==> src/rtl/bmp280_pkg.sv <==
// Shared constants and FSM encoding for the BMP280 temperature compensation stage.
package bmp280_pkg;

  localparam int unsigned TCOMP_LATENCY = 59;
  localparam int unsigned MUL_CYCLES    = 18;

  localparam int unsigned OP_A_W = 24;
  localparam int unsigned OP_B_W = 18;
  localparam int unsigned PROD_W = 42;

  typedef enum logic [2:0] {
    StIdle,
    StPrep,
    StM1,
    StM2,
    StM3,
    StOut
  } tcomp_state_e;

endpackage

==> src/rtl/bmp280_tcomp_if.sv <==
// Bundle between the I2C reader (master) and the temperature compensation stage (slave).
interface bmp280_tcomp_if;

  logic               valid_in;
  logic [19:0]        adc_t;
  logic [15:0]        dig_t1;
  logic [15:0]        dig_t2;
  logic [15:0]        dig_t3;
  logic               busy;
  logic               t_valid;
  logic signed [31:0] t_fine;
  logic signed [31:0] t_centi;
  logic               overrun;

  modport master (
    output valid_in, adc_t, dig_t1, dig_t2, dig_t3,
    input  busy, t_valid, t_fine, t_centi, overrun
  );

  modport slave (
    input  valid_in, adc_t, dig_t1, dig_t2, dig_t3,
    output busy, t_valid, t_fine, t_centi, overrun
  );

endinterface

==> src/rtl/bmp280_smul.sv <==
// Sequential signed radix-2 shift-add multiplier, 24x18 operands, one bit of B per cycle.
module bmp280_smul
  import bmp280_pkg::*;
#(
  parameter int unsigned Cycles = MUL_CYCLES
) (
  input  logic                     clk,
  input  logic                     rstn,
  input  logic                     start_i,
  input  logic signed [OP_A_W-1:0] a_i,
  input  logic signed [OP_B_W-1:0] b_i,
  output logic                     done_o,
  output logic signed [31:0]       p_o
);

  // Only the low 32 bits of the product are ever consumed, so the accumulator keeps just those.
  logic signed [31:0] acc_q, acc_d, mcand_q, mcand_d;
  logic [OP_B_W-1:0]  mplier_q, mplier_d;
  logic [4:0]         cnt_q, cnt_d;
  logic               run_q, run_d, done_q, done_d;
  logic               last;

  assign last = (cnt_q == 5'(Cycles - 1));

  always_comb begin
    acc_d    = acc_q;
    mcand_d  = mcand_q;
    mplier_d = mplier_q;
    cnt_d    = cnt_q;
    run_d    = run_q;
    done_d   = 1'b0;
    if (start_i) begin
      acc_d    = '0;
      mcand_d  = 32'(a_i);
      mplier_d = b_i;
      cnt_d    = '0;
      run_d    = 1'b1;
    end else if (run_q) begin
      // B's MSB carries negative weight, so its partial product is subtracted.
      if (mplier_q[0]) acc_d = last ? acc_q - mcand_q : acc_q + mcand_q;
      mcand_d  = mcand_q <<< 1;
      mplier_d = mplier_q >> 1;
      cnt_d    = cnt_q + 5'd1;
      if (last) begin
        run_d  = 1'b0;
        done_d = 1'b1;
      end
    end
  end

  always_ff @(posedge clk or negedge rstn) begin
    if (!rstn) begin
      acc_q    <= '0;
      mcand_q  <= '0;
      mplier_q <= '0;
      cnt_q    <= '0;
      run_q    <= 1'b0;
      done_q   <= 1'b0;
    end else begin
      acc_q    <= acc_d;
      mcand_q  <= mcand_d;
      mplier_q <= mplier_d;
      cnt_q    <= cnt_d;
      run_q    <= run_d;
      done_q   <= done_d;
    end
  end

  assign done_o = done_q;
  assign p_o    = acc_q;

endmodule

==> src/rtl/bmp280_tcomp.sv <==
// BMP280 temperature compensation: Bosch int32 formula evaluated on one shared multiplier.
module bmp280_tcomp
  import bmp280_pkg::*;
#(
  parameter int unsigned MUL_CYCLES = bmp280_pkg::MUL_CYCLES
) (
  input logic              clk,
  input logic              rstn,
  bmp280_tcomp_if.slave    bus
);

  tcomp_state_e state_q, state_d;

  logic               valid_in_q, valid_in_d;
  logic [19:0]        adc_q, adc_d;
  logic [15:0]        t1_q, t1_d;
  logic signed [15:0] t2_q, t2_d, t3_q, t3_d;
  logic signed [31:0] var1_q, var1_d, tf_acc_q, tf_acc_d;
  logic signed [31:0] t_fine_q, t_fine_d, t_centi_q, t_centi_d;
  logic               busy_q, busy_d, t_valid_q, t_valid_d, overrun_q, overrun_d;

  logic                     rise;
  logic signed [OP_A_W-1:0] d1, d2, mul_a;
  logic signed [OP_B_W-1:0] mul_b;
  logic                     mul_start, mul_done;
  logic signed [31:0]       prod, tf5;

  assign rise = bus.valid_in & ~valid_in_q;
  assign d1   = OP_A_W'(adc_q >> 3) - OP_A_W'({t1_q, 1'b0});
  assign d2   = OP_A_W'(adc_q >> 4) - OP_A_W'(t1_q);
  assign tf5  = (tf_acc_q <<< 2) + tf_acc_q;

  bmp280_smul #(
    .Cycles (MUL_CYCLES)
  ) u_smul (
    .clk     (clk),
    .rstn    (rstn),
    .start_i (mul_start),
    .a_i     (mul_a),
    .b_i     (mul_b),
    .done_o  (mul_done),
    .p_o     (prod)
  );

  always_ff @(posedge clk or negedge rstn) begin
    if (!rstn) state_q <= StIdle;
    else       state_q <= state_d;
  end

  always_comb begin
    state_d = state_q;
    unique case (state_q)
      StIdle:  if (rise) state_d = StPrep;
      StPrep:  state_d = StM1;
      StM1:    if (mul_done) state_d = StM2;
      StM2:    if (mul_done) state_d = StM3;
      StM3:    if (mul_done) state_d = StOut;
      StOut:   state_d = StIdle;
      default: state_d = StIdle;
    endcase
  end

  always_comb begin
    valid_in_d = bus.valid_in;
    adc_d      = adc_q;
    t1_d       = t1_q;
    t2_d       = t2_q;
    t3_d       = t3_q;
    var1_d     = var1_q;
    tf_acc_d   = tf_acc_q;
    t_fine_d   = t_fine_q;
    t_centi_d  = t_centi_q;
    busy_d     = busy_q;
    t_valid_d  = 1'b0;
    overrun_d  = rise && (state_q != StIdle);
    mul_start  = 1'b0;
    mul_a      = '0;
    mul_b      = '0;
    unique case (state_q)
      StIdle: begin
        if (rise) begin
          adc_d  = bus.adc_t;
          t1_d   = bus.dig_t1;
          t2_d   = bus.dig_t2;
          t3_d   = bus.dig_t3;
          busy_d = 1'b1;
        end
      end
      StPrep: begin
        mul_start = 1'b1;
        mul_a     = d1;
        mul_b     = OP_B_W'(t2_q);
      end
      StM1: begin
        mul_start = mul_done;
        mul_a     = d2;
        mul_b     = OP_B_W'(d2);
        if (mul_done) var1_d = prod >>> 11;
      end
      StM2: begin
        // The product in this cycle is sq = d2*d2, already wrapped to 32 bits.
        mul_start = mul_done;
        mul_a     = OP_A_W'(prod >>> 12);
        mul_b     = OP_B_W'(t3_q);
      end
      StM3: begin
        if (mul_done) tf_acc_d = var1_q + (prod >>> 14);
      end
      StOut: begin
        t_fine_d  = tf_acc_q;
        t_centi_d = (tf5 + 32'sd128) >>> 8;
        t_valid_d = 1'b1;
        busy_d    = 1'b0;
      end
      default: ;
    endcase
  end

  always_ff @(posedge clk or negedge rstn) begin
    if (!rstn) begin
      // Resetting the edge detector high means a level already present at release is no edge.
      valid_in_q <= 1'b1;
      adc_q      <= '0;
      t1_q       <= '0;
      t2_q       <= '0;
      t3_q       <= '0;
      var1_q     <= '0;
      tf_acc_q   <= '0;
      t_fine_q   <= '0;
      t_centi_q  <= '0;
      busy_q     <= 1'b0;
      t_valid_q  <= 1'b0;
      overrun_q  <= 1'b0;
    end else begin
      valid_in_q <= valid_in_d;
      adc_q      <= adc_d;
      t1_q       <= t1_d;
      t2_q       <= t2_d;
      t3_q       <= t3_d;
      var1_q     <= var1_d;
      tf_acc_q   <= tf_acc_d;
      t_fine_q   <= t_fine_d;
      t_centi_q  <= t_centi_d;
      busy_q     <= busy_d;
      t_valid_q  <= t_valid_d;
      overrun_q  <= overrun_d;
    end
  end

  assign bus.busy    = busy_q;
  assign bus.t_valid = t_valid_q;
  assign bus.t_fine  = t_fine_q;
  assign bus.t_centi = t_centi_q;
  assign bus.overrun = overrun_q;

endmodule

==> src/flat_wrapper.sv <==
// flat-port wrapper written by rule: the top's interface ports become plain ports
module bmp280_tcomp_flat import bmp280_pkg::*;
#(
  parameter int unsigned MUL_CYCLES = bmp280_pkg::MUL_CYCLES
)
  (clk, rstn, bus_valid_in, bus_adc_t, bus_dig_t1, bus_dig_t2, bus_dig_t3, bus_busy, bus_t_valid, bus_t_fine, bus_t_centi, bus_overrun);
  bmp280_tcomp_if bus_i ();
  input logic clk;
  input logic rstn;
  input wire logic [$bits(bus_i.valid_in)-1:0] bus_valid_in;
  input wire logic [$bits(bus_i.adc_t)-1:0] bus_adc_t;
  input wire logic [$bits(bus_i.dig_t1)-1:0] bus_dig_t1;
  input wire logic [$bits(bus_i.dig_t2)-1:0] bus_dig_t2;
  input wire logic [$bits(bus_i.dig_t3)-1:0] bus_dig_t3;
  output wire logic [$bits(bus_i.busy)-1:0] bus_busy;
  output wire logic [$bits(bus_i.t_valid)-1:0] bus_t_valid;
  output wire logic [$bits(bus_i.t_fine)-1:0] bus_t_fine;
  output wire logic [$bits(bus_i.t_centi)-1:0] bus_t_centi;
  output wire logic [$bits(bus_i.overrun)-1:0] bus_overrun;
  assign bus_i.valid_in = bus_valid_in;
  assign bus_i.adc_t = bus_adc_t;
  assign bus_i.dig_t1 = bus_dig_t1;
  assign bus_i.dig_t2 = bus_dig_t2;
  assign bus_i.dig_t3 = bus_dig_t3;
  assign bus_busy = bus_i.busy;
  assign bus_t_valid = bus_i.t_valid;
  assign bus_t_fine = bus_i.t_fine;
  assign bus_t_centi = bus_i.t_centi;
  assign bus_overrun = bus_i.overrun;
  bmp280_tcomp #(.MUL_CYCLES(MUL_CYCLES)) u_core (.clk(clk), .rstn(rstn), .bus(bus_i));
endmodule
==> config.mk <==
export PLATFORM = sky130hd
export DESIGN_NAME = bmp280_tcomp_flat
export DESIGN_NICKNAME = d
export VERILOG_FILES = /design/src/rtl/bmp280_pkg.sv /design/src/rtl/bmp280_tcomp_if.sv /design/src/rtl/bmp280_smul.sv /design/src/rtl/bmp280_tcomp.sv /design/src/flat_wrapper.sv
export SDC_FILE = /design/constraint.sdc
export NUM_CORES = 1
export LEC_CHECK = 0
export ABC_AREA = 1
export CAP_MARGIN = 20
export CORE_ASPECT_RATIO = 1.2
export CORE_MARGIN = 1
export CORE_UTILIZATION = 60
export DETAILED_ROUTE_END_ITERATION = 8
export GPL_TIMING_DRIVEN = 1
export PLACE_DENSITY = 0.8
export SLEW_MARGIN = 20
export SYNTH_ARGS = -nofsm -noshare
export SYNTH_HDL_FRONTEND = slang
export SYNTH_SLANG_ARGS = --single-unit
==> constraint.sdc <==
create_clock -name clk -period 3.9 [get_ports clk]
set_clock_uncertainty 0.15 [all_clocks]
set_input_delay 0.78 -clock clk [delete_from_list [all_inputs] [get_ports clk]]
set_output_delay 0.78 -clock clk [all_outputs]
set_load 0.02 [all_outputs]
== Word-level counts from Yosys, hierarchy flattened ==
Index checks and enable logic that the tools add are counted.

* Add/subtract/negate cells: 8
* Multiply operators: 0
* Div/mod/pow operators: 0
* $lt $le $gt $ge: 0
* Equal/unequal tests: 10
* Shift operators: 0
* Muxes and demuxes: 27
* Bitwise logic cells: 2
* Reductions and logical operators: 13

{| class="wikitable"
|+ Operator list
! cell !! count
|-
| 2-to-1 mux 32 bit || 6
|-
| one-hot mux 24 bit (3 select lines) || 1
|-
| adder 32 bit || 2
|-
| one-hot mux 18 bit (3 select lines) || 1
|-
| 2-to-1 mux 18 bit || 2
|-
| adder 32 x 9 -> 32 bit (second input constant) || 1
|-
| subtractor 32 bit || 1
|-
| adder 21 x 18 -> 22 bit || 1
|-
| subtractor 17 x 17 -> 18 bit || 1
|-
| subtractor 16 x 16 -> 17 bit || 1
|-
| one-hot mux 3 bit (5 select lines) || 1
|-
| 2-to-1 mux 3 bit || 4
|-
| 2-to-1 mux 5 bit || 2
|-
| AND reduction 2 bit || 5
|-
| 2-to-1 mux 1 bit || 8
|-
| equality test 3 x 2 -> 1 bit (second input constant) || 2
|-
| equality test 3 bit (second input constant) || 2
|-
| inequality test 2 bit (second input constant) || 3
|-
| nonzero test 2 bit || 3
|-
| adder 5 x 1 -> 5 bit (second input constant) || 1
|-
| equality test 5 bit (second input constant) || 1
|-
| one-hot mux 1 bit (2 select lines) || 2
|-
| AND reduction 4 bit || 1
|-
| equality test 3 x 1 -> 1 bit (second input constant) || 1
|-
| other kinds (7) || 7
|}

* Bits in registers: 273
* Latch bits: 0
* Bits in writable memories: 0
* ROM bits: 0
* Input bits: 71
* Output and inout bits: 67
* Word-level logic and storage cells: 79
* Memories kept: 0

== Longest topological paths before layout ==
* Word-level depth: 5
* Depth in mapped cells: 21
* Gate-level depth less buffers: 21

== Hierarchy ==
Synthesis repeated with hierarchy kept, for this count alone.

* Cells, all modules: 2286
* Area total of the unflattened synthesis: 16996.3 um2

{| class="wikitable"
|+ Modules (own cells, without submodules)
! module !! instances !! cells an instance !! area each (um2) !! seq. area each (um2)
|-
| bmp280_tcomp || 1 || 1275 || 10174.8 || 4030.1
|-
| bmp280_smul || 1 || 1011 || 6821.5 || 2227.1
|}

== Least setup slack after synthesis ==
Ideal clock, no wire load.

* Path type: register to register
* From: reg u_core.u_smul.mcand_q[0]
* To: reg u_core.u_smul.acc_q[26], in the netlist u_core.u_smul.p_o[26]
* Library setup time: 0.117 ns
* Arrival time: 2.717 ns
* Required time: 3.633 ns
* Path slack: 0.916 ns
* Cell stages (with the launch flop): 21
* Buffers on the path: 0
* Clock period less this slack: 2.984 ns
* Cell sequence: dfrtp_1 -> inv_1 -> ha_1 -> nand4_1 -> nor3_1 -> nand2_1 -> nor2_1 -> nand3_1 -> nand2_1 -> xor2_1 -> ha_1 -> nand2_1 -> inv_1 -> nand2_1 -> nor3_1 -> and3_1 -> nand2_1 -> nand3_1 -> nand2_1 -> nand3_1 -> nand2_1

* Word-level cells in the longest chain between the ends: 5
* Elaborated cells on any way between the ends: 6
* Classes of those cells: 2 x add/sub; 4 x mux

{| class="wikitable"
|+ RTL lines
! element !! line !! source
|-
| start, declared || bmp280_smul.sv:17 || <nowiki>logic signed [31:0] acc_q, acc_d, mcand_q, mcand_d;</nowiki>
|-
| start signal, assigned || bmp280_smul.sv:61 || <nowiki>mcand_q <= mcand_d;</nowiki>
|-
| adder 32 bit or subtractor 32 bit (tied branches) || bmp280_smul.sv:40 || <nowiki>if (mplier_q[0]) acc_d = last ? acc_q - mcand_q : acc_q + mcand_q;</nowiki>
|-
| 2-to-1 mux 32 bit * (2 in a row) || bmp280_smul.sv:40 ||
|-
| 2-to-1 mux 32 bit * || bmp280_smul.sv:38 || <nowiki>end else if (run_q) begin</nowiki>
|-
| 2-to-1 mux 32 bit * || bmp280_smul.sv:32 || <nowiki>if (start_i) begin</nowiki>
|-
| end signal, assigned || bmp280_smul.sv:53 || <nowiki>acc_q <= '0;</nowiki>
|-
| end signal, assigned || bmp280_smul.sv:60 || <nowiki>acc_q <= acc_d;</nowiki>
|-
| end, declared || bmp280_smul.sv:17 ||
|}

Mark *: on every way between the ends. The rest lies on a longest branch, timed or not. The select of a mux whose other input is x is not followed.
A chain may end at the register's enable or synchronous reset.

== Final worst setup path ==
* From: reg u_core.u_smul.cnt_q[1]
* To: reg u_core.u_smul.acc_q[17], in the netlist u_core.u_smul.p_o[17]

* Word-level cells in the longest chain between the ends: 5

{| class="wikitable"
|+ RTL lines
! element !! line !! source
|-
| start, declared || bmp280_smul.sv:19 || <nowiki>logic [4:0] cnt_q, cnt_d;</nowiki>
|-
| start signal, assigned || bmp280_smul.sv:63 || <nowiki>cnt_q <= cnt_d;</nowiki>
|-
| equality test 5 bit || bmp280_smul.sv:23 || <nowiki>assign last = (cnt_q == 5'(Cycles - 1));</nowiki>
|-
| 2-to-1 mux 32 bit (2 in a row) || bmp280_smul.sv:40 ||
|-
| 2-to-1 mux 32 bit || bmp280_smul.sv:38 ||
|-
| 2-to-1 mux 32 bit || bmp280_smul.sv:32 ||
|}

Every way passes these cells. The select of a mux whose other input is x is not followed.

==> flow_summary.toml <==
[run_status]
outcome = "finished clean"

[critical_path]
cp_data_arrival_time_ns = 3.98
r2r-end = "u_core.u_smul.p_o[17]$_DFFE_PN0P_"
r2r_setup_slack_ns = 0.23
crit_path_start_kind = "flop"
r2r-start = "u_core.u_smul.cnt_q[1]$_DFFE_PN0P_"
endpoint_kind = "flop"
crit_start = "u_core.u_smul.cnt_q[1]$_DFFE_PN0P_"
crit_required_ns = 4.21
cp_max_fo = 28
critical_path_class = "reg2reg"
r2r_cells = 20
endpoint = "u_core.u_smul.p_o[17]$_DFFE_PN0P_"

[global_route]
grt_pass1_vias = 15170
grt_antenna_before_repair = 0
grtUsageMet2 = 0.5916
met3_usage = 0.03560
gr-total-overflow = 0
top_usage_layer = "met2"
grt_max_degree = 102
grt_util_met1 = 0.4449
grt_pass1_wl_um = 77540
grt.total_usage = 0.3451

[power]
power_density_nw_per_um2 = 300.8
p_leak_nw = 10.29
irDropWorstVdd_v = 0.0003540

[cells_and_area]
mostFrequentLayoutCells = "643 x nand2_1, 249 x dfrtp_1, 243 x inv_1"
nets = 2537
multi_input_area_um2 = 8960
layout.cells.non_filler = 2713
fin_util = 0.7075
layout.area.seq_um2 = 6257
num-fill-cells = 2234
final_common_cell = "nand2_1"
final_area_um2 = 19160
layout-drive-gt1-share = 0.05605
synthToLayoutAreaGrowth_pct = 15.97
n_antenna_cell = 0

[clock_tree]
cts_buffer_depth = 3
root_buffer = "clkbuf_16"
cts_buffers = 27
htree_levels = 1
clk_latency_ns = 0.56
clock_sinks = 250
cts_post_setup_buffers_inserted = 0
clk_pin_slew_ns = 0.06
cts_tree = "built"

[floorplanning]
die_h_um = 183.8
die_x_um = 153.5
io_pins = 138
core_um2 = 27090
rows = 66
fp.dieArea_um2 = 28210
initial_core_util = 0.6100

[detailed_routing]
num_vias = 15740
drc = 0
ant_nets = 0
drtIter0Drc = 1266
first_pass_iters = 6
wl_um = 47930
vias_per_cell = 5.802
wl_per_cell_um = 17.67

[timing]
rsz0062_at_grt = "false"
worst_slew_pin_slew_ns = 1.043
holdWs_ns = 0.09619
relSlewSlack = 0.3047
max_freq_mhz = 272.7
setup_viol = 0
drv_slew = 0
hold_viol = 0
tns_ns = 0
finalCriticalPeriod_ns = 3.667
post-route-period-util = 0.9402

[synthesis]
synthDistinctLibCells = 48
seq_area_frac_synth = 0.3787
syn_inst = 2247
yosys_warnings = 0
syn_area_per_cell_um2 = 7.354
synthesis.area_um2 = 16520
ys_seq_elements = 250
synth_edf_count = 0
async_flop_share = 1.000
synthFlopType = "dfrtp_1"
synthesis.nets = 2431

[place]
io_buffers = 134
gp_congestion = 0.9753
place_inst = 2664
placed_cell_area_um2 = 18100
dp_hpwl_um = 36030

[hold_path]
hold_class = "in2async"

[job]
max_cap_violations = 0
[timing repair]
| item | CTS | global route |
|---|---|---|
| endpoints found under the setup margin | 0 | 7 |
| resized for setup | 0 | 3 |
| hold buffers | 0 | 0 |
[critical path, stage by stage, from the launching register on]
cell and delay [ns]:
dfrtp_1 0.41, inv_1 0.06, ha_1 0.17, nand4_1 0.09, buf_4 0.30, inv_1 0.10, buf_4 0.15, nor2_1 0.11
xor2_1 0.27, ha_1 0.36, a21oi_1 0.21, nand2_1 0.13, nand2_1 0.08, nand3_1 0.17, nand2_1 0.11, nand2_1 0.20
nand2_1 0.11, nand2_1 0.08, nand2_1 0.07, nand2_1 0.04, o21ai_0 0.17
[logic make-up after synthesis]
| group | count (synthesis) | share of synthesized area |
|---|---|---|
| AOI/OAI and AO/OA | 395 | 0.1283 |
| xor gates and xnor gates | 52 | 0.02756 |
| adders and majority gates | 113 | 0.08693 |
| buffers and inverters | 326 | 0.08080 |
| DFF | 250 | 0.3787 |
| muxes | 43 | 0.02930 |
| and+or+nand+nor | 1068 | 0.2684 |
[synth_stat cells, types with 2 or more instances]
library cell | n | share of area
o22ai_1 | 14 | 0.0053
o21bai_1 | 5 | 0.0023
nand2_1 | 644 | 0.15
o31ai_1 | 4 | 0.0018
nor4_1 | 2 | 0.00076
inv_2 | 4 | 0.00091
fa_1 | 3 | 0.0036
mux2_2 | 43 | 0.029
dfrtp_1 | 249 | 0.38
buf_2 | 21 | 0.0064
o21a_1 | 5 | 0.0023
a22oi_1 | 12 | 0.0055
nand4_1 | 25 | 0.0095
o21ai_0 | 175 | 0.053
a21oi_1 | 155 | 0.047
nand3_1 | 145 | 0.044
buf_1 | 6 | 0.0014
ha_1 | 110 | 0.083
nand3b_1 | 20 | 0.0091
xnor2_1 | 16 | 0.0085
or2_2 | 7 | 0.0027
nor2_1 | 192 | 0.044
buf_4 | 20 | 0.0091
nor3_1 | 24 | 0.0073
xor2_1 | 36 | 0.019
a22o_1 | 2 | 0.0011
o221ai_1 | 6 | 0.0032
o211ai_1 | 4 | 0.0018
inv_1 | 243 | 0.055
and2_1 | 3 | 0.0011
o21ai_1 | 5 | 0.0015
clkbuf_1 | 29 | 0.0066
a31oi_1 | 3 | 0.0011
[stage by stage]
step           worst slack, ns  total power [mW]
4_1_cts                 0.2368             5.780
3_3_place_gp            0.3859             2.776
3_5_place_dp            0.2474             2.778
5_1_grt               0.007246             5.897
2_1_floorplan           0.9159             2.646
6_report                0.2332             5.764
[final cells by class]
cell class,instances,share of cell area
Multi-Input combinational cell,1671,0.4676
Clock buffer,34,0.03872
Tap cell,340,0.02220
Sequential cell,250,0.3265
Timing Repair Buffer,154,0.08005
Inverter,249,0.04891
Clock inverter,15,0.01600
[report_power, final]
group | total, mW | switching [mW] | internal (mW) | leakage (nW)
logic | 0.132 | 0.0641 | 0.0677 | 6.48
registers | 2.60 | 0.000720 | 2.59 | 3.30
clock network | 3.04 | 1.10 | 1.94 | 0.513
[routing by layer]
| layer | part of all wire | wire [um] |
|---|---|---|
| met3 | 0.062 | 2991 |
| met4 | 0.044 | 2115 |
| met1 | 0.42 | 20010 |
| met5 | 0 | 0 |
| met2 | 0.48 | 22810 |
[sequential cells by signal, indices dropped and copies added, names as in the netlist, 3 cells and up]
name	cells
u_core.u_smul.cnt_q	5
u_core.state_q	3
u_core.tf_acc_q	22
u_core.t1_q	16
u_core.u_smul.mcand_q	32
u_core.t2_q	16
u_core.var1_q	21
u_core.adc_q	17
u_core.u_smul.mplier_q	18
u_core.t3_q	16
u_core.u_smul.p_o	32
u_core.bus.t_fine	22
u_core.bus.t_centi	24
[how the worst min path moves through the flow]
stage / to / cells after the start / start / slack, ns
2_1_floorplan: u_core.u_smul.mplier_q[17]$_DFFE_PN0P_ / 2 / u_core.u_smul.mplier_q[17]$_DFFE_PN0P_ / 0.29
3_3_place_gp: u_core.bus.busy$_DFFE_PN0P_ / 2 / u_core.bus.busy$_DFFE_PN0P_ / 0.30
3_5_place_dp: u_core.bus.busy$_DFFE_PN0P_ / 2 / u_core.bus.busy$_DFFE_PN0P_ / 0.31
4_1_cts: u_core.bus.t_centi[21]$_DFFE_PN0P_ / 1 / rstn / 0.13
5_1_grt: u_core.bus.t_centi[21]$_DFFE_PN0P_ / 1 / rstn / 0.13
6_report: u_core.bus.t_centi[14]$_DFFE_PN0P_ / 1 / rstn / 0.1
Power figures use the tool's default switching activity.
